**config.mk**
```make
export PLATFORM = sky130hd
export DESIGN_NAME = matdet4_seq
export DESIGN_NICKNAME = d
export VERILOG_FILES = /design/src/rtl/matdet4_seq.sv
export SDC_FILE = /design/constraint.sdc
export NUM_CORES = 1
export LEC_CHECK = 0
export BUFFER_PORTS_ARGS = -buffer_cell sky130_fd_sc_hd__clkbuf_2
export CAP_MARGIN = 20
export CORE_MARGIN = 5
export CORE_UTILIZATION = 62
export DETAILED_ROUTE_END_ITERATION = 8
export PLACE_DENSITY_LB_ADDON = 0.05
export SETUP_SLACK_MARGIN = 0.02
export SLEW_MARGIN = 20
export SYNTH_ARGS = -nofsm -noshare
export SYNTH_HDL_FRONTEND = slang
export SYNTH_SLANG_ARGS = --single-unit
```
**constraint.sdc**
```tcl
create_clock -name clk -period 14.65 [get_ports clk]
set_input_delay 0.7325 -clock clk [delete_from_list [all_inputs] [get_ports clk]]
set_output_delay 0.7325 -clock clk [all_outputs]
set_load 0.02 [all_outputs]
```
**src/rtl/matdet4_seq.sv**
```systemverilog
// Sequenced 4x4 determinant: cofactor expansion along row 0 using one shared
// 3x3 determinant unit and one multiplier, one column every two cycles.

module mul #(
    parameter int DATA_WIDTH = 8
) (
    input  logic [DATA_WIDTH-1:0] x,
    input  logic [DATA_WIDTH-1:0] y,
    output logic [DATA_WIDTH-1:0] p
);
    assign p = x * y;
endmodule

module matdet3 #(
    parameter int DATA_WIDTH = 8
) (
    input  logic [9*DATA_WIDTH-1:0] m,
    output logic [DATA_WIDTH-1:0]   d
);
    logic [DATA_WIDTH-1:0] w_e [9];
    logic [DATA_WIDTH-1:0] w_c0, w_c1, w_c2;

    always_comb begin
        for (int i = 0; i < 9; i++) w_e[i] = m[i*DATA_WIDTH +: DATA_WIDTH];
    end

    // a(ei-fh) - b(di-fg) + c(dh-eg), all truncated to DATA_WIDTH
    assign w_c0 = w_e[4]*w_e[8] - w_e[5]*w_e[7];
    assign w_c1 = w_e[3]*w_e[8] - w_e[5]*w_e[6];
    assign w_c2 = w_e[3]*w_e[7] - w_e[4]*w_e[6];
    assign d    = w_e[0]*w_c0 - w_e[1]*w_c1 + w_e[2]*w_c2;
endmodule

module matdet4_seq #(
    parameter int DATA_WIDTH = 8
) (
    input  logic                     clk,
    input  logic                     rst,
    input  logic                     in_valid,
    output logic                     in_ready,
    input  logic [16*DATA_WIDTH-1:0] a,
    output logic [DATA_WIDTH-1:0]    det,
    output logic                     out_valid,
    input  logic                     out_ready,
    output logic                     busy
);
    localparam logic [1:0] S_IDLE  = 2'd0;
    localparam logic [1:0] S_MINOR = 2'd1;
    localparam logic [1:0] S_ACC   = 2'd2;
    localparam logic [1:0] S_DONE  = 2'd3;

    logic [1:0]               r_state;
    logic [1:0]               r_col;
    logic [16*DATA_WIDTH-1:0] r_m;
    logic [DATA_WIDTH-1:0]    r_minor;
    logic [DATA_WIDTH-1:0]    r_acc;
    logic [DATA_WIDTH-1:0]    r_det;

    logic [9*DATA_WIDTH-1:0]  w_minor_m;
    logic [DATA_WIDTH-1:0]    w_minor_d;
    logic [DATA_WIDTH-1:0]    w_elem;
    logic [DATA_WIDTH-1:0]    w_prod;
    logic [DATA_WIDTH-1:0]    w_sum;

    // Minor for column r_col: rows 1..3, skipping source column r_col
    always_comb begin
        int v_src;
        w_minor_m = '0;
        w_elem    = '0;
        for (int r = 1; r < 4; r++) begin
            for (int j = 0; j < 3; j++) begin
                v_src = (j < int'(r_col)) ? j : j + 1;
                w_minor_m[((r-1)*3+j)*DATA_WIDTH +: DATA_WIDTH] =
                    r_m[(4*r+v_src)*DATA_WIDTH +: DATA_WIDTH];
            end
        end
        for (int c = 0; c < 4; c++) begin
            if (r_col == 2'(c)) w_elem = r_m[c*DATA_WIDTH +: DATA_WIDTH];
        end
    end

    matdet3 #(.DATA_WIDTH(DATA_WIDTH)) u_det3 (.m(w_minor_m), .d(w_minor_d));
    mul     #(.DATA_WIDTH(DATA_WIDTH)) u_mul  (.x(w_elem), .y(r_minor), .p(w_prod));

    // Odd columns carry a negative cofactor sign
    assign w_sum = r_col[0] ? (r_acc - w_prod) : (r_acc + w_prod);

    always_ff @(posedge clk) begin
        if (rst) begin
            r_state <= S_IDLE;
            r_col   <= 2'd0;
            r_acc   <= '0;
            r_det   <= '0;
            r_minor <= '0;
            r_m     <= '0;
        end else begin
            case (r_state)
                S_IDLE: begin
                    if (in_valid) begin
                        r_m     <= a;
                        r_acc   <= '0;
                        r_col   <= 2'd0;
                        r_state <= S_MINOR;
                    end
                end
                S_MINOR: begin
                    r_minor <= w_minor_d;
                    r_state <= S_ACC;
                end
                S_ACC: begin
                    r_acc <= w_sum;
                    if (r_col == 2'd3) begin
                        r_det   <= w_sum;
                        r_state <= S_DONE;
                    end else begin
                        r_col   <= r_col + 2'd1;
                        r_state <= S_MINOR;
                    end
                end
                default: begin
                    if (out_ready) r_state <= S_IDLE;
                end
            endcase
        end
    end

    assign in_ready  = (r_state == S_IDLE);
    assign out_valid = (r_state == S_DONE);
    assign busy      = (r_state != S_IDLE);
    assign det       = r_det;
endmodule

```
==> metrics.txt, run 1 <==
status finished clean; Synth top area share 0.195; Max-slew headroom 0.254; CTS root buffer clkbuf_16; grt total ovfl 0; Synth Instances around 2,000; vias in the first global route between 10,000 and 15,000; Worst VDD drop 358 µV; global-route wire length before repair roughly 74,000 µm; power per cell area ~210 nW/µm²; number of synthesized register bits about 160; CP top delay family adder cells; Initial Util 0.629; vias per cell 5.46; actual slew at the worst max-slew pin 1090 ps; hpwl dp 36,900 µm; post-route setup TNS 0 ps; IO Port Bufs about 140; Post-synth EDFFs 0; 1st-pass router iterations 5; kind of critical path reg2reg; CTS tree done; Distinct cells, synth 39; Logic pwr share 0.735; Post-Route WL ~46,000 µm; fin cells roughly 2,500; ys async rst share 0; CTS HTree Levels 4; fmax just over 80 MHz; Final setup viols 0; # IOs about 140; most used cell, CP fa_1; GPL Wtd Cong 0.974; Seq pwr share 0.145; Area Growth Syn to Fin 9.21%; Startpoint Class flop; Final Hold Viols 0; fin nets around 2,600; routed len/inst between 15 and 20 µm; Syn. warnings 0; row count 60; # Max-Cap Violations 0; top cells by area, synth fa_1, dfxtp_1, ha_1; fin crit share 0.822; initial antenna violation count 0; Tmin final approximately 12,000 ps; cell internal pwr about 0.0021 W; Avg Inst Size Synth roughly 8.3 µm²; worst skew pair latency ~430 ps; Residual DRC 0; placed cell count between 2,000 and 2,500; GRT Total Usage 0.303; DRT antenna net count 0; Sink Count roughly 160; Vias 13,680; Net Sw Power between 0.0015 and 0.002 W; fin. max-slew vios 0; area of the core around 27,000 µm²; P_leak 8.31 nW; Die Wd ~180 µm; post-synth top area cell fa_1; largest net degree at the start of global routing 95; Mapped Nets around 2,500; Netlist Area Pre-Place between 15,000 and 20,000 µm²; Crit path required time around 15,000 ps; crit end category flop; Die Area 30,700 µm²; clock skew 11.7 ps; slowest stage cell on the critical path mux2i_1; Sw Ratio 0.453; Fillers 2,314; Iter 0 DRT Violations between 900 and 1,000; # diodes 0; Worst Path Arrival roughly 12,000 ps; sequential element share of the synthesized area 0.184; RSZ-0062 raised after global routing false; predominant post-synthesis flop cell dfxtp_1; layout cell share with drive strength beyond 1 0.118; post_cts resized 0; die height roughly 180 µm; CTS clock-pin slew for the worst setup and hold paths around 70 ps; hold buffers post-CTS 0; clock power share 0.120; CTS Buffer Depth 2; clock buffer count from CTS 17; WP buf/inv 8; # Post-CTS Setup Buffers 0; crit path max fanout 21; CP max stage delay around 700 ps; hold crit path type reg2reg
## logic make-up (layout without fill, tap and decap cells)
group | count (synthesis) | count (layout) | synth area share
flip-flops | 156 | 156 | 0.184
XOR/XNOR | 172 | 172 | 0.0922
multiplexers | 98 | 98 | 0.0620
AND/OR/NAND/NOR | 700 | 700 | 0.176
buffers and inverters | 361 | 476 | 0.0833
adder cells (fa/ha/maj) | 352 | 352 | 0.333
AO/OA/AOI/OAI | 209 | 209 | 0.0694
## sequential cells by signal, summed over array words and instances (netlist names)
signal	count
r_col	2
r_m	128
r_state	2
r_minor	8
r_acc	8
det	8
## power groups by stage
| stage | logic (W) | clock network, W | registers [W] |
|---|---|---|---|
| final | 0.00287 | 0.000468 | 0.000567 |
| after global routing | 0.00320 | 0.000491 | 0.000574 |
| after CTS | 0.00289 | 0.000470 | 0.000565 |
| after detailed placement | 0.00287 | 0 | 0.000574 |
| after global placement | 0.00281 | 0 | 0.000572 |
| after floorplan | 0.00226 | 0 | 0.000545 |
## synth_stat cells, types with 30 or more instances
| cell | n |
|---|---|
| nor2_1 | 147 |
| dfxtp_1 | 156 |
| inv_1 | 286 |
| ha_1 | 187 |
| nor2b_1 | 75 |
| xor2_1 | 30 |
| mux2_2 | 39 |
| mux2i_1 | 54 |
| fa_1 | 165 |
| nand2_1 | 416 |
| xnor2_1 | 138 |
| a21oi_1 | 161 |
| clkbuf_1 | 56 |
## layout make-up
class                      count  area, µm²  area share
clock inverter                13        169     0.00913
tap                          341        427      0.0231
timing repair buffer         157        826      0.0446
sequential                   156       3120       0.169
clock buffer                  19        453      0.0245
inverter                     287       1080      0.0582
multi-input combinational   1531      12400       0.672
## worst min-delay path, stage by stage, from the launching register on
cell     delay, ps
dfxtp_1        310
nand2_1         50
a21oi_1         50
## per-layer routing
metal / global-route usage / part of all wire / up-vias
met5: 0 / 0 / -
li1: - / - / 6566
met1: 0.385 / 0.42 / 6579
met2: 0.525 / 0.49 / 412
met4: 0.120 / 0.044 / 0
met3: 0.0385 / 0.050 / 123
## layout by cell type, fill, tap and decap left out, types with 3 or more instances in the layout
cell type  netlist  final
a211oi_1         3      3
a21o_1          11     11
a21oi_1        161    161
a221oi_1         5      5
a22oi_1          8      8
a311oi_1         4      4
and2_1          11     11
buf_4            2     16
clkbuf_16        0     17
clkbuf_2         0    141
clkinv_4         0      3
dfxtp_1        156    155
fa_1           165    165
ha_1           187    185
inv_1          286    286
inv_6            0      3
inv_8            0      5
mux2_2          39     39
mux2i_1         54     53
mux2i_2          3      4
nand2_1        416    415
nand2b_1        23     23
nand3b_1         6      6
nor2_1         147    147
nor2b_1         75     75
o21ai_0          3      3
o21bai_1         5      5
o31ai_1          7      7
or2_2           16     16
xnor2_1        138    138
xnor3_1          3      3
xor2_1          30     30
## final timing paths
| kind | depth (start not counted) | to | slack [ps] | from |
|---|---|---|---|---|
| max | 36 | r_minor[7] | 2600 | r_col[0] |
| min | 2 | r_m[4] | 450 | r_m[4] |
| max reg2reg | 36 | r_minor[7] | 2600 | r_col[0] |
| min reg2reg | 2 | r_m[4] | 450 | r_m[4] |
## per-stage QoR
step / total power, W / setup WS, ps / area (µm²) / utilization / hold slack (ps)
3_3_place_gp: 0.00338 / 2790 / 17900 / 0.663 / 442
3_5_place_dp: 0.00344 / 2610 / 17900 / 0.664 / 443
2_1_floorplan: 0.00281 / 3070 / 16900 / - / 432
4_1_cts: 0.00392 / 2590 / 18500 / 0.687 / 451
6_report: 0.00391 / 2600 / 18500 / 0.687 / 451
5_1_grt: 0.00427 / 1960 / 18500 / 0.687 / 473
(Power assumes the default switching activity.)
==> inputs of run 2 (changes only) <==
--- a/config.mk
+++ b/config.mk
@@ -8,7 +8,7 @@
 export BUFFER_PORTS_ARGS = -buffer_cell sky130_fd_sc_hd__clkbuf_2
 export CAP_MARGIN = 20
 export CORE_MARGIN = 5
-export CORE_UTILIZATION = 62
+export CORE_UTILIZATION = 56
 export DETAILED_ROUTE_END_ITERATION = 8
 export PLACE_DENSITY_LB_ADDON = 0.05
 export SETUP_SLACK_MARGIN = 0.02
==> constraint.sdc (replaced) <==
create_clock -name clk -period 10.5 [get_ports clk]
set_input_delay 0.525 -clock clk [delete_from_list [all_inputs] [get_ports clk]]
set_output_delay 0.525 -clock clk [all_outputs]
set_load 0.02 [all_outputs]
==> run 2 against run 1 <==
  * Sequential share of layout area fell by 1.2 points
  * Clock skew decreased by 1.0 ps
  * Total power rose by 58%
  * Wire length is 8.9% higher
  * Combinational power rose by 64%
  * Clock power is 40% higher
  * Sequential power is 40% higher
  * Critical endpoint unchanged
  * Flip-flop and latch count unchanged
  * Critical path depth grew 1
  * Utilization fell by 1.7 points
  * Die area grew 10%
==> metrics.txt, run 2 (synthesis results as in run 1) <==
Worst VDD drop 517 µV; Biggest register r_m; layout cell share with drive strength beyond 1 0.181; fin. max-slew vios 0; # Max-Cap Violations 0; fmax between 90 and 100 MHz; hold depth 3; area post-placement roughly 19,000 µm²; status finished clean; Area Growth Syn to Fin 17.8%; hold path start a[99]; vias in the first global route 14,688; Die Area roughly 34,000 µm²; slowest stage cell on the critical path fa_1; P_leak between 8 and 9 nW; cell area after layout 20,000 µm²; fin nets between 2,000 and 3,000; routed len/inst 18.7 µm; GPL Wtd Cong 0.974; CTS clock-pin slew for the worst setup and hold paths ~70 ps; # IOs ~140; hold crit path type in2reg; row count between 60 and 70; global-route wire length before repair 77,700 µm; clock skew between 10 and 15 ps; vias per cell approximately 5.3; WHS Endpoint r_m[99]; Worst Path Arrival 10,720 ps; Crit path required time around 11,000 ps; Reg2Reg Depth 37; reg2reg end r_minor[7]; actual slew at the worst max-slew pin between 900 and 1000 ps; most used cell, CP fa_1; Seq pwr share 0.129; power per cell area just over 300 nW/µm²; CTS Buffer Depth 2; area of the core a little under 30,000 µm²; grt total ovfl 0; CTS tree done; largest net degree at the start of global routing between 90 and 100; Post-Route WL 49,600 µm; RSZ-0062 raised after global routing true; kind of critical path reg2reg; Tmin final between 10,000 and 15,000 ps; Max-slew headroom 0.371; R2R setup slack 130 ps; CP max stage delay around 570 ps; worst reg2reg startpoint r_col[1]; worst skew pair latency 440 ps; clock power share 0.106; Startpoint Class flop; CTS HTree Levels 4; pre-CTS WS -130 ps; DRT antenna net count 0; Sw Ratio 0.446; CTS root buffer clkbuf_16; die height between 150 and 200 µm; crit path max fanout 5; clock buffer count from CTS 17; Logic pwr share 0.765; most common cell after layout, fill and taps aside nand2_1; most frequent cells in the layout nand2_1, inv_1, ha_1; Sink Count about 160; final worst slack about 130 ps; post-route setup TNS 0 ps; GRT Total Usage 0.293; Die Wd approximately 180 µm; Final setup viols 0; fin crit share 0.987; max reg flops 128; Vias 14,006; Iter 0 DRT Violations about 900; Net Sw Power approximately 0.0027 W; Final Hold Viols 0; initial antenna violation count 1; hpwl dp about 40,000 µm; IO Port Bufs ~140; cell internal pwr between 0.003 and 0.004 W; Residual DRC 0; 1st-pass router iterations 5; crit end category flop; Initial Util 0.569
-- run 2: cell type report --
class	instances	area [µm²]
diodes	1	2.50
flip-flops and latches	156	3130
inverters	287	1080
clock buffers	19	433
fillers	2571	9840
well taps	390	488
multi-input cells	1531	12900
clock inverters	13	180
repair buffers	253	1720
-- run 2: power by group through the flow --
stage / Clock (W) / Combinational [W] / Sequential [W]
2_1_floorplan: 0 / 0.00323 / 0.000761
3_3_place_gp: 0 / 0.00426 / 0.000795
3_5_place_dp: 0 / 0.00432 / 0.000799
4_1_cts: 0.000661 / 0.00439 / 0.000788
5_1_grt: 0.000686 / 0.00516 / 0.000804
6_report: 0.000653 / 0.00472 / 0.000792
-- run 2: per-stage QoR --
step / utilization / instances / total power [W] / hold slack [ps]
after floorplan: - / 2048 / 0.00399 / 432
after global placement: 0.625 / 2589 / 0.00506 / 441
after detailed placement: 0.625 / 2589 / 0.00511 / 447
after CTS: 0.649 / 2623 / 0.00584 / 290
after global routing: 0.670 / 2650 / 0.00665 / 297
final: 0.670 / 2650 / 0.00616 / 305
-- run 2: critical path: cells and delay by family (launching register included) --
family          cells  cell delay (ps)
flops               1              390
compound gates      2              230
buf+inv             9              630
simple gates        2              360
fa+ha+maj          16             7240
xor+xnor            7             1240
mux                 1              190
-- run 2: layer usage --
metal	vias to the layer above	share of wire	global-route usage
met5	-	0	0
met4	0	0.037	0.110
met3	94	0.050	0.0469
met2	371	0.49	0.502
met1	6775	0.43	0.374
li1	6766	-	-
-- run 2: worst max-delay path by stage --
stage / endpoint / startpoint / slack, ps / depth (start not counted)
after floorplan: r_minor[7] / r_col[0] / 20 / 43
after global placement: r_minor[7] / r_col[1] / 6 / 38
after detailed placement: r_minor[7] / r_col[0] / -130 / 36
after CTS: r_minor[7] / r_col[1] / 20 / 38
after global routing: r_minor[7] / r_col[0] / -190 / 37
final: r_minor[7] / r_col[1] / 130 / 37
-- run 2: repair_timing --
action | in CTS | in global routing
hold buffers | 0 | 0
resized for setup | 18 | 61
cloned | 0 | 5
setup buffers | 2 | 21
pin swaps | 0 | 50
setup endpoints to repair | 1 | 1
==> inputs of run 3 (changes only) <==
--- a/config.mk
+++ b/config.mk
@@ -8,8 +8,10 @@
 export BUFFER_PORTS_ARGS = -buffer_cell sky130_fd_sc_hd__clkbuf_2
 export CAP_MARGIN = 20
 export CORE_MARGIN = 5
-export CORE_UTILIZATION = 56
+export CORE_UTILIZATION = 62
+export CTS_CLUSTER_DIAMETER = 150
 export DETAILED_ROUTE_END_ITERATION = 8
+export GPL_TIMING_DRIVEN = 0
 export PLACE_DENSITY_LB_ADDON = 0.05
 export SETUP_SLACK_MARGIN = 0.02
 export SLEW_MARGIN = 20
==> constraint.sdc (replaced) <==
create_clock -name clk -period 10.9 [get_ports clk]
set_input_delay 0.545 -clock clk [delete_from_list [all_inputs] [get_ports clk]]
set_output_delay 0.545 -clock clk [all_outputs]
set_load 0.02 [all_outputs]
==> run 3 against run 2 <==
  * Hold slack better by 24 ps
  * Non-clock buffer count up 21
  * Wire length up 2.0%
  * Cell count down 1.1%
  * Die area down 9.2%
  * Clock skew up 7.5 ps
  * Clock-buffer cell count down 2
  * Total power up 1.6%
==> metrics.txt, run 3 (synthesis results as in run 1) <==
max reg flops 128; global-route wire length before repair 78,600 µm; die height 175 µm; Max-slew headroom 0.352; # Max-Cap Violations 0; Iter 0 DRT Violations 1,147; P_leak 8.78 nW; clock skew about 18 ps; routed len/inst just under 20 µm; GRT Total Usage 0.326; actual slew at the worst max-slew pin between 900 and 1000 ps; area post-placement between 15,000 and 20,000 µm²; row count 60; hold crit path type in2reg; hold buffers post-CTS 0; Worst VDD drop roughly 320 µV; CTS root buffer clkbuf_16; area of the core ~27,000 µm²; 1st-pass router iterations 5; Startpoint Class flop; CTS HTree Levels 4; fin. max-slew vios 0; crit path max fanout 7; worst skew pair latency between 400 and 500 ps; CTS clock-pin slew for the worst setup and hold paths 80 ps; fin crit share 0.991; vias per cell 5.56; Crit path required time between 10,000 and 15,000 ps; kind of critical path reg2reg; Final Hold Viols 0; IO Port Bufs 141; RSZ-0062 raised after global routing true; Sink Count about 160; # IOs roughly 140; Post-Route WL 50,600 µm; Area Growth Syn to Fin 17.8%; DRT antenna net count 0; fmax around 93 MHz; Die Wd ~180 µm; cell area after layout ~20,000 µm²; Tmin final about 11,000 ps; Final setup viols 0; Vias between 10,000 and 15,000; vias in the first global route ~15,000; most frequent cells in the layout nand2_1, inv_1, ha_1; Worst Path Arrival approximately 11,000 ps; pre-CTS WS -1470 ps; Fillers roughly 2,100; largest net degree at the start of global routing 19; initial antenna violation count 1; Residual DRC 0; slowest stage cell on the critical path fa_1; CTS tree done; Initial Util 0.629; status finished clean; Biggest register r_m; CTS Buffer Depth 2; Die Area approximately 31,000 µm²; GPL Wtd Cong 0.983; layout cell share with drive strength beyond 1 0.169; CP max stage delay roughly 620 ps; clock buffer count from CTS 17; most used cell, CP fa_1; crit end category flop; grt total ovfl 0; hpwl dp a little under 40,000 µm; final worst slack 96.7 ps; power per cell area about 310 nW/µm²; fin nets about 2,800; most common cell after layout, fill and taps aside nand2_1
## run 3: changes by cell type in the layout (fill, tap and decap cells not counted), sizes merged
cell      delta
bufinv       -3
clkinv       +5
clkbuf      +44
inv          +2
buf         -25
clkinvlp     -2
## run 3: final cells by class
type / instances / area [µm²] / share of cell area
multi-input combinational: 1531 / 13000 / 0.654
sequential: 156 / 3130 / 0.157
timing repair buffer: 205 / 1220 / 0.0613
inverter: 287 / 1080 / 0.0542
buffer: 69 / 457 / 0.0229
tap: 341 / 427 / 0.0214
clock buffer: 17 / 425 / 0.0213
clock inverter: 15 / 165 / 0.00828
antenna: 1 / 2.50 / 0.000125
## run 3: per-stage QoR
step	TNS [ps]	cells	utilization	hold WS (ps)	power (W)
6_report	0	2622	0.740	330	0.00626
5_1_grt	-179	2622	0.740	323	0.00671
4_1_cts	0	2605	0.726	327	0.00591
3_5_place_dp	-1960	2531	0.673	442	0.00469
3_3_place_gp	-1450	2530	0.672	442	0.00465
2_1_floorplan	0	2048	-	432	0.00368
## run 3: worst paths after layout
kind | from | end | slack (ps) | cells past startpoint
setup / recovery | r_col[1] | r_minor[7] | 100 | 38
hold / removal | a[101] | r_m[101] | 330 | 3
setup reg to reg | r_col[1] | r_minor[7] | 100 | 38
hold reg to reg | r_m[7] | r_m[7] | 450 | 2
## run 3: what timing repair did
action | CTS | global route
setup buffers | 45 | 19
pin swaps | 40 | 52
gates resized for setup | 98 | 58
setup endpoints to repair | 3 | 1
hold endpoints to repair | 0 | 0
## run 3: per-layer routing
layer | global-route usage | routed length (µm) | vias to the layer above
li1 | - | - | 6800
met1 | 0.419 | 20300 | 7045
met2 | 0.569 | 24800 | 594
met3 | 0.0491 | 3590 | 147
met4 | 0.104 | 2010 | 0
met5 | 0 | 0 | -
## run 3: worst max-delay path: cells and delay by family, from the launching register on
kind,cells,cell delay (ps)
buf+inv,10,930
flops,1,330
simple gates,2,210
xor+xnor,7,1280
fa+ha+maj,16,7070
mux,1,530
compound gates,2,380
## run 3: report_power, final
group	leakage, nW	switching (W)	internal [W]
registers	1.28	0.0000981	0.000672
logic	7.21	0.00251	0.00239
clock network	0.290	0.000282	0.000309
total	8.78	0.00290	0.00337
